<file path="src/rtl/tt_gear_status_uart_tx_pkg.sv">
// Shared constants for the gear-selector status link: LED bit positions, gear
// ASCII codes, UART state encoding and the status-to-character encoder.
package tt_maquina_pkg;

  localparam int LED_D1 = 0;
  localparam int LED_D2 = 1;
  localparam int LED_D3 = 2;
  localparam int LED_D4 = 3;
  localparam int LED_P1 = 4;
  localparam int LED_N1 = 5;
  localparam int LED_R1 = 6;

  localparam logic [7:0] GEAR_CH_P   = 8'h50;
  localparam logic [7:0] GEAR_CH_R   = 8'h52;
  localparam logic [7:0] GEAR_CH_N   = 8'h4E;
  localparam logic [7:0] GEAR_CH_D1  = 8'h31;
  localparam logic [7:0] GEAR_CH_D2  = 8'h32;
  localparam logic [7:0] GEAR_CH_D3  = 8'h33;
  localparam logic [7:0] GEAR_CH_D4  = 8'h34;
  localparam logic [7:0] GEAR_CH_BAD = 8'h3F;

  typedef enum logic [2:0] {
    UART_IDLE,
    UART_START,
    UART_DATA,
    UART_PARITY,
    UART_STOP
  } uart_state_e;

  // Anything other than exactly one active gear is reported as '?'.
  function automatic logic [7:0] gear_enc(input logic [6:0] led);
    logic [7:0] ch;
    ch = GEAR_CH_BAD;
    if ((led != 7'd0) && ((led & (led - 7'd1)) == 7'd0)) begin
      if (led[LED_R1])      ch = GEAR_CH_R;
      else if (led[LED_N1]) ch = GEAR_CH_N;
      else if (led[LED_P1]) ch = GEAR_CH_P;
      else if (led[LED_D4]) ch = GEAR_CH_D4;
      else if (led[LED_D3]) ch = GEAR_CH_D3;
      else if (led[LED_D2]) ch = GEAR_CH_D2;
      else if (led[LED_D1]) ch = GEAR_CH_D1;
    end
    return ch;
  endfunction

endpackage

</file>
<file path="src/rtl/tt_gear_status_uart_tx_if.sv">
// Status-in / UART-out signal bundle between the gear FSM side and the transmitter.
interface tt_gear_status_uart_tx_if;
  logic [6:0] led_in;
  logic       tx;
  logic       busy;

  modport master (output led_in, input tx, input busy);
  modport slave  (input led_in, output tx, output busy);
endinterface

</file>
<file path="src/rtl/tt_gear_status_uart_tx_baud_tick.sv">
// Bit-period counter: bit_done_o pulses on the last cycle of every bit while enabled.
module tt_baud_tick #(
  parameter int CLKS_PER_BIT = 87
) (
  input  logic clk,
  input  logic rst_n,
  input  logic clr_i,
  input  logic en_i,
  output logic bit_done_o
);
  localparam int CW = (CLKS_PER_BIT > 1) ? $clog2(CLKS_PER_BIT) : 1;
  localparam logic [CW-1:0] LAST = CW'(CLKS_PER_BIT - 1);

  logic [CW-1:0] cnt_q, cnt_d;

  assign bit_done_o = en_i && (cnt_q == LAST);

  always_comb begin
    cnt_d = cnt_q + CW'(1);
    if (clr_i || !en_i || bit_done_o) cnt_d = '0;
  end

  always_ff @(posedge clk) begin
    if (!rst_n) cnt_q <= '0;
    else        cnt_q <= cnt_d;
  end
endmodule

</file>
<file path="src/rtl/tt_gear_status_uart_tx.sv">
// Sends the active gear as one UART character on every status change.
// TT_GEAR_TX_PARITY_EN adds an even-parity bit (8E1); default frame is 8N1.
//
// state  | meaning
// IDLE   | line high, waiting for a status change
// START  | start bit (0)
// DATA   | 8 data bits, LSB first
// PARITY | even parity of the data byte (parity build only)
// STOP   | stop bit (1); reloads straight into START if a change is pending
module tt_gear_status_uart_tx
  import tt_maquina_pkg::*;
#(
  parameter int CLKS_PER_BIT = 87
) (
  input  logic clk,
  input  logic rst_n,
  tt_gear_status_uart_tx_if.slave bus
);
  uart_state_e state_q, state_d;
  logic [6:0]  led_q;
  logic [7:0]  data_q, data_d;
  logic [2:0]  bit_idx_q, bit_idx_d;
  logic        pending_q, pending_d;
  logic        load;
  logic        bit_done;
  logic        ev;
  logic        tx;

  assign ev = (bus.led_in != led_q);

  tt_baud_tick #(.CLKS_PER_BIT(CLKS_PER_BIT)) u_baud (
    .clk        (clk),
    .rst_n      (rst_n),
    .clr_i      (load),
    .en_i       (state_q != UART_IDLE),
    .bit_done_o (bit_done)
  );

  always_comb begin
    state_d   = state_q;
    data_d    = data_q;
    bit_idx_d = bit_idx_q;
    pending_d = pending_q;
    load      = 1'b0;
    if (ev && (state_q != UART_IDLE)) pending_d = 1'b1;
    case (state_q)
      UART_IDLE: if (ev) begin
        load    = 1'b1;
        data_d  = gear_enc(bus.led_in);
        state_d = UART_START;
      end
      UART_START: if (bit_done) begin
        bit_idx_d = 3'd0;
        state_d   = UART_DATA;
      end
      UART_DATA: if (bit_done) begin
        bit_idx_d = bit_idx_q + 3'd1;
        if (bit_idx_q == 3'd7) begin
`ifdef TT_GEAR_TX_PARITY_EN
          state_d = UART_PARITY;
`else
          state_d = UART_STOP;
`endif
        end
      end
      UART_PARITY: if (bit_done) state_d = UART_STOP;
      UART_STOP: if (bit_done) begin
        // A change in this very cycle is served by the reload, not left pending.
        if (pending_q || ev) begin
          load      = 1'b1;
          data_d    = gear_enc(bus.led_in);
          pending_d = 1'b0;
          state_d   = UART_START;
        end else begin
          state_d = UART_IDLE;
        end
      end
      default: state_d = UART_IDLE;
    endcase
  end

  always_comb begin
    tx = 1'b1;
    case (state_q)
      UART_START:  tx = 1'b0;
      UART_DATA:   tx = data_q[bit_idx_q];
      UART_PARITY: tx = ^data_q;
      default:     tx = 1'b1;
    endcase
  end

  assign bus.tx   = tx;
  assign bus.busy = (state_q != UART_IDLE);

  always_ff @(posedge clk) begin
    if (!rst_n) begin
      state_q   <= UART_IDLE;
      led_q     <= 7'h00;
      data_q    <= 8'h00;
      bit_idx_q <= 3'd0;
      pending_q <= 1'b0;
    end else begin
      state_q   <= state_d;
      led_q     <= bus.led_in;
      data_q    <= data_d;
      bit_idx_q <= bit_idx_d;
      pending_q <= pending_d;
    end
  end
endmodule

</file>
<file path="src/flat_wrapper.sv">
// flat-port wrapper written by rule: the top's interface ports become plain ports
module tt_gear_status_uart_tx_flat import tt_maquina_pkg::*;
#(
  parameter int CLKS_PER_BIT = 87
)
  (clk, rst_n, bus_led_in, bus_tx, bus_busy);
  tt_gear_status_uart_tx_if bus_i ();
  input  logic clk;
  input  logic rst_n;
  input wire logic [$bits(bus_i.led_in)-1:0] bus_led_in;
  output wire logic [$bits(bus_i.tx)-1:0] bus_tx;
  output wire logic [$bits(bus_i.busy)-1:0] bus_busy;
  assign bus_i.led_in = bus_led_in;
  assign bus_tx = bus_i.tx;
  assign bus_busy = bus_i.busy;
  tt_gear_status_uart_tx #(.CLKS_PER_BIT(CLKS_PER_BIT)) u_core (.clk(clk), .rst_n(rst_n), .bus(bus_i));
endmodule
</file>
<file path="config.mk">
export PLATFORM = sky130hd
export DESIGN_NAME = tt_gear_status_uart_tx_flat
export DESIGN_NICKNAME = d
export VERILOG_FILES = /design/src/rtl/tt_gear_status_uart_tx_pkg.sv /design/src/rtl/tt_gear_status_uart_tx_if.sv /design/src/rtl/tt_gear_status_uart_tx_baud_tick.sv /design/src/rtl/tt_gear_status_uart_tx.sv /design/src/flat_wrapper.sv
export SDC_FILE = /design/constraint.sdc
export NUM_CORES = 1
export LEC_CHECK = 0
export CORE_ASPECT_RATIO = 1.4
export CORE_MARGIN = 5
export CORE_UTILIZATION = 44
export DETAILED_ROUTE_END_ITERATION = 7
export GPL_ROUTABILITY_DRIVEN = 0
export HOLD_SLACK_MARGIN = 0.08
export MAX_ROUTING_LAYER = met4
export SLEW_MARGIN = 10
export SYNTH_ARGS = -nofsm -noshare
export SYNTH_HDL_FRONTEND = slang
export SYNTH_SLANG_ARGS = --single-unit
</file>
<file path="constraint.sdc">
create_clock -name clk -period 2.8 [get_ports clk]
set_input_delay 0.56 -clock clk [delete_from_list [all_inputs] [get_ports clk]]
set_output_delay 0.56 -clock clk [all_outputs]
set_load 0.005 [all_outputs]
</file>
==> results.cfg, run 1 <==
[setup_path]
cp.required_ns = 2.24
path_max_fanout = 6
r2r-end = u_core.data_q[5]$_SDFFE_PN0P_
regToRegSetupSlack_ns = 0.95
r2r_cells = 8
crit_path_start_kind = register
critical_path.max_stage_delay_ns = 0.56
path_cells = mux4_2 > nand2_1 > and4b_1 > o21bai_1 > clkdlybuf4s50_1
rr_startpoint = u_core.u_baud.cnt_q[0]$_SDFF_PP0_
crit_arrival_ns = 2.07
critical_path_class = register to output pin
cp-end-kind = output pin
crit_path_start = u_core.bit_idx_q[0]$_SDFFE_PN0P_
path_delay_family = multiplexers
cp_num_buf_inv = 1
cpMaxStageDelayCell = mux4_2

[floorplanning]
row_count = 25
io_pins = 11
die_w_um = 59.1
die-area_um2 = 4660
core-area_um2 = 3320
initial_core_util = 0.448
die_h_um = 78.8

[logic_synthesis]
yosys-top-cells-area = dfxtp_1 (38%), xnor2_1 (8.8%), nor2_1 (5.1%), a21oi_1 (3.4%), ha_1 (3.4%)
synthTopCellsByCount = dfxtp_1 (28), nor2_1 (20), xnor2_1 (15)
synth-main-ff-cell = dfxtp_1
yosysUniqueCellTypes = 45
synth_edf_count = 0
synth.largest_area_cell = dfxtp_1
syn_area_um2 = 1490
synth-seq-cells = 28
synth_cells = 172
synth_top_area_frac = 0.377
synth.most_common_cell = dfxtp_1
async_flop_share = 0
ys_warn_count = 0
synth.avg_cell_area_um2 = 8.64
synth_fp_nets = 185
ys_seq_area_frac = 0.377

[sta]
tightest_slew_ns = 0.460
timing.hold.ws_ns = 0.483
finalCritPeriodShare = 0.939
setup-tns-final_ns = 0
setup_viol_count_final = 0
fin_crit_ns = 2.63
drv_slew = 0
relSlewSlack = 0.691
fmax_mhz = 381
finalHoldViolations = 0
fin_skew_ns = 0.00164
rsz0062_at_grt = no

[min_path]
min_path_cells = 1
hold_class = register to register
whs_endpoint = u_core.u_baud.cnt_q[0]$_SDFF_PP0_
hold_start = u_core.u_baud.cnt_q[0]$_SDFF_PP0_

[pwr]
p_leak_nw = 0.602
ir_drop_mv = 0.322
powerDensity_nw_per_um2 = 479

[global_route]
grt_pass1_vias = 1163
grt_pass1_wl_mm = 4.93
grtUsageTotal = 0.138
grt-ovfl-total = 0
grt_max_degree = 16
antenna_found_initial = 0

[cells_and_area]
diodes = 0
n_fill_cell = 338
nets = 195
fin_util = 0.507
drive_gt1_frac = 0.0773
area.growth.synth_to_final_pct = 13.0

[clocking]
insertion_delay_ns = 0.27
cts.sinks = 28
cts-root-buf = clkbuf_8
cts_resized = 0
postCtsSetupRepairBufs = 0
path_clk_slew_ns = 0.09
cts-htree-levels = 1
clock_path_buffers = 2
cts_tree = yes
cts-buffers-inserted = 3
cts.hold.buffers_added = 0

[route]
wl_mm = 2.94
avgViaCountPerCell = 5.51
first_pass_iters = 4
wl_per_cell_um = 13.3
drt_iter0_drc = 57
ant_nets = 0
vias = 1218
drc = 0

[placement]
dp_hpwl_mm = 2.30
port_buffers = 10

[run_status]
status = complete, no violations

[flow_run]
maxCapViolCount = 0
area by class of cell:
| type | instances | area [um2] | share of cell area |
|---|---|---|---|
| Sequential cell | 28 | 561 | 0.334 |
| Tap cell | 40 | 50.0 | 0.0298 |
| Timing Repair Buffer | 15 | 138 | 0.0819 |
| Inverter | 8 | 30.0 | 0.0179 |
| Clock buffer | 4 | 55.1 | 0.0328 |
| Multi-Input combinational cell | 126 | 847 | 0.504 |
worst reg2reg max path: stages, from the launching register on:
cell      delay (ns)
dfxtp_1         0.35
inv_1           0.07
ha_1            0.14
nand4b_1        0.16
o21ai_1         0.16
o211ai_1        0.10
buf_4           0.19
or3_1           0.39
and3_1          0.19
sequential cells by signal, indices dropped and copies added, names as in the netlist:
name and flops:
u_core.bit_idx_q 3, u_core.led_q 7, u_core.data_q 7, u_core.state_q 3
u_core.pending_q 1, u_core.u_baud.cnt_q 7
kinds of logic after synthesis:
logic type | Yosys count | share of synthesized area
AO/OA/AOI/OAI | 30 | 0.138
XOR/XNOR | 19 | 0.112
adder cells (fa/ha/maj) | 4 | 0.0337
buffers and inverters | 18 | 0.0530
flip-flops | 28 | 0.377
multiplexers | 3 | 0.0286
AND/OR/NAND/NOR | 70 | 0.258
per-stage QoR:
stage | std cells | cell area, um2 | setup slack (ns) | power [mW]
5_1_grt | 221 | 1680 | 0.0800 | 0.844
4_1_cts | 221 | 1680 | 0.146 | 0.815
3_5_place_dp | 217 | 1630 | 0.274 | 0.570
6_report | 221 | 1680 | 0.172 | 0.805
3_3_place_gp | 217 | 1630 | 0.353 | 0.568
2_1_floorplan | 172 | 1490 | 0.730 | 0.526
layout by cell type, fill, tap and decap left out, types with 5 or more instances in the layout:
cell / Yosys / layout
buf_4: 0 / 5
xnor2_1: 15 / 15
nor3_1: 6 / 6
nor2_1: 20 / 20
inv_1: 8 / 8
dfxtp_1: 28 / 28
nand2_1: 13 / 13
clkdlybuf4s50_1: 0 / 10
nand3_1: 6 / 6
a21oi_1: 10 / 10
worst max path at each step:
| stage | to | slack, ns | depth (start not counted) |
|---|---|---|---|
| 5_1_grt | bus_tx | 0.08 | 5 |
| 4_1_cts | bus_tx | 0.15 | 5 |
| 3_3_place_gp | u_core.data_q[5]$_SDFFE_PN0P_ | 0.35 | 6 |
| 6_report | bus_tx | 0.17 | 5 |
| 2_1_floorplan | u_core.data_q[5]$_SDFFE_PN0P_ | 0.73 | 6 |
| 3_5_place_dp | u_core.data_q[5]$_SDFFE_PN0P_ | 0.27 | 6 |
where the power goes:
| group | internal (mW) | switching (mW) |
|---|---|---|
| Sequential | 0.416 | 0.0143 |
| Clock | 0.126 | 0.119 |
| Combinational | 0.0652 | 0.0645 |
metal layers:
layer	routed length, um	track usage	vias up	part of all wire
met5	0	-	-	0
met3	77	0.0146	8	0.026
met4	91	0.0748	0	0.031
met1	1290	0.156	565	0.44
met2	1470	0.232	23	0.50
li1	-	-	622	-
No activity file was read; power rests on OpenSTA's default activity.
==> run 2: changes to the inputs <==
--- a/config.mk
+++ b/config.mk
@@ -7,7 +7,7 @@
 export LEC_CHECK = 0
 export CORE_ASPECT_RATIO = 1.4
 export CORE_MARGIN = 5
-export CORE_UTILIZATION = 44
+export CORE_UTILIZATION = 40
 export DETAILED_ROUTE_END_ITERATION = 7
 export GPL_ROUTABILITY_DRIVEN = 0
 export HOLD_SLACK_MARGIN = 0.08
==> run 2 against run 1 <==
  * Power rose by 0.43%
  * Fmax rose by 0.29%
  * Global-route usage hardly changed
  * Cell area increased by 0.89%
  * Die area grew 8.5%
  * First-iteration DRC count did not move
  * Critical path depth is the same
  * Sequential share of layout area down 0.30 points
  * Clock power barely moved
  * Clock skew increased by 0.0054 ns
==> results.cfg, run 2 (same netlist as run 1, synthesis figures left out) <==
[floorplanning]
io_pins = 11
die_w_um = 61.5
die-area_um2 = 5050
row_count = 26
die_h_um = 82.1
core-area_um2 = 3610
initial_core_util = 0.412

[route]
avgViaCountPerCell = 5.55
drc = 0
ant_nets = 0
wl_per_cell_um = 13.4
vias = 1237
first_pass_iters = 4
wl_mm = 2.99
drt_iter0_drc = 57

[placement]
dp_hpwl_mm = 2.30
dpl.cell_count = 219
port_buffers = 10

[sta]
finalHoldViolations = 0
fin_crit_ns = 2.62
setup_viol_count_final = 0
timing.hold.ws_ns = 0.484
finalCritPeriodShare = 0.936
fmax_mhz = 382
drv_slew = 0
fin_skew_ns = 0.00705
rsz0062_at_grt = no
setup-tns-final_ns = 0
relSlewSlack = 0.656
tightest_slew_ns = 0.516

[global_route]
grtUsageTotal = 0.138
grt_pass1_vias = 1201
grt_pass1_wl_mm = 5.29
antenna_found_initial = 0
grt_max_degree = 16
grt-ovfl-total = 0

[clocking]
cts-buffers-inserted = 3
path_clk_slew_ns = 0.10
postCtsSetupRepairBufs = 0
insertion_delay_ns = 0.27
cts-htree-levels = 1
cts.sinks = 28
cts_tree = yes
clock_path_buffers = 2
cts_resized = 0
cts-root-buf = clkbuf_8
cts.hold.buffers_added = 0

[setup_path]
critical_path_class = register to output pin
critical_path.max_stage_delay_ns = 0.54
cp-end-kind = output pin
path_max_fanout = 6
cp.required_ns = 2.24
cpMaxStageDelayCell = mux4_2
crit_path_start_kind = register
crit_arrival_ns = 2.06
path_cells = mux4_2 > nand2_1 > and4b_1 > o21bai_1 > clkdlybuf4s50_1

[cells_and_area]
fin_cells = 223
diodes = 0
nets = 195
n_fill_cell = 341
regArea_um2 = 561
multi_input_area_um2 = 847
mostFrequentLayoutCells = dfxtp_1 (28), nor2_1 (20), xnor2_1 (15)
reg_top3 = u_core.data_q: 7 flops, u_core.led_q: 7 flops, u_core.u_baud.cnt_q: 7 flops
final_common_cell = dfxtp_1
area.growth.synth_to_final_pct = 14.1
drive_gt1_frac = 0.0773

[run_status]
status = complete, no violations

[pwr]
ir_drop_mv = 0.262
p_leak_nw = 0.606
powerDensity_nw_per_um2 = 477
p_total_uw = 808

[min_path]
hold_class = register to register

[flow_run]
maxCapViolCount = 0
[run 2: cell counts in the layout (fill, tap and decap cells not counted)]
Identical to the previous run, type by type.
[run 2: final cells by class]
class | instances | area share
clock buffers | 4 | 0.0325
inverters | 8 | 0.0177
multi-input cells | 126 | 0.500
flip-flops and latches | 28 | 0.331
well taps | 42 | 0.0310
repair buffers | 15 | 0.0886
[run 2: layer usage]
| metal | track usage | share of wire |
|---|---|---|
| met3 | 0.0109 | 0.034 |
| met2 | 0.229 | 0.51 |
| met4 | 0.0467 | 0.012 |
| met1 | 0.174 | 0.44 |
| met5 | - | 0 |
[run 2: per-stage QoR]
| step | area (um2) | utilization | setup WS, ns |
|---|---|---|---|
| after global routing | 1700 | 0.470 | 0.0773 |
| after floorplan | 1490 | - | 0.730 |
| after CTS | 1700 | 0.470 | 0.147 |
| after detailed placement | 1640 | 0.454 | 0.229 |
| after global placement | 1640 | 0.454 | 0.312 |
| final | 1700 | 0.470 | 0.180 |
[run 2: worst paths after layout]
check / from / slack [ns] / depth (start not counted) / endpoint
hold reg to reg: u_core.u_baud.cnt_q[0]$_SDFF_PP0_ / 0.48 / 1 / u_core.u_baud.cnt_q[0]$_SDFF_PP0_
hold / removal: u_core.u_baud.cnt_q[0]$_SDFF_PP0_ / 0.48 / 1 / u_core.u_baud.cnt_q[0]$_SDFF_PP0_
setup reg to reg: u_core.u_baud.cnt_q[0]$_SDFF_PP0_ / 0.94 / 8 / u_core.data_q[5]$_SDFFE_PN0P_
setup / recovery: u_core.bit_idx_q[0]$_SDFFE_PN0P_ / 0.18 / 5 / bus_tx
[run 2: where the power goes]
part / leakage [nW] / internal [mW] / switching, mW
registers: 0.230 / 0.416 / 0.0143
logic: 0.347 / 0.0678 / 0.0621
clock network: 0.0288 / 0.126 / 0.122
[run 2: worst max-delay path: cells and delay by family (launching register included)]
kind,cells,cell delay (ns)
and+or+nand+nor,2,0.25
muxes,1,0.54
AOI/OAI and AO/OA,1,0.06
DFF,1,0.49
buffers and inverters,1,0.44
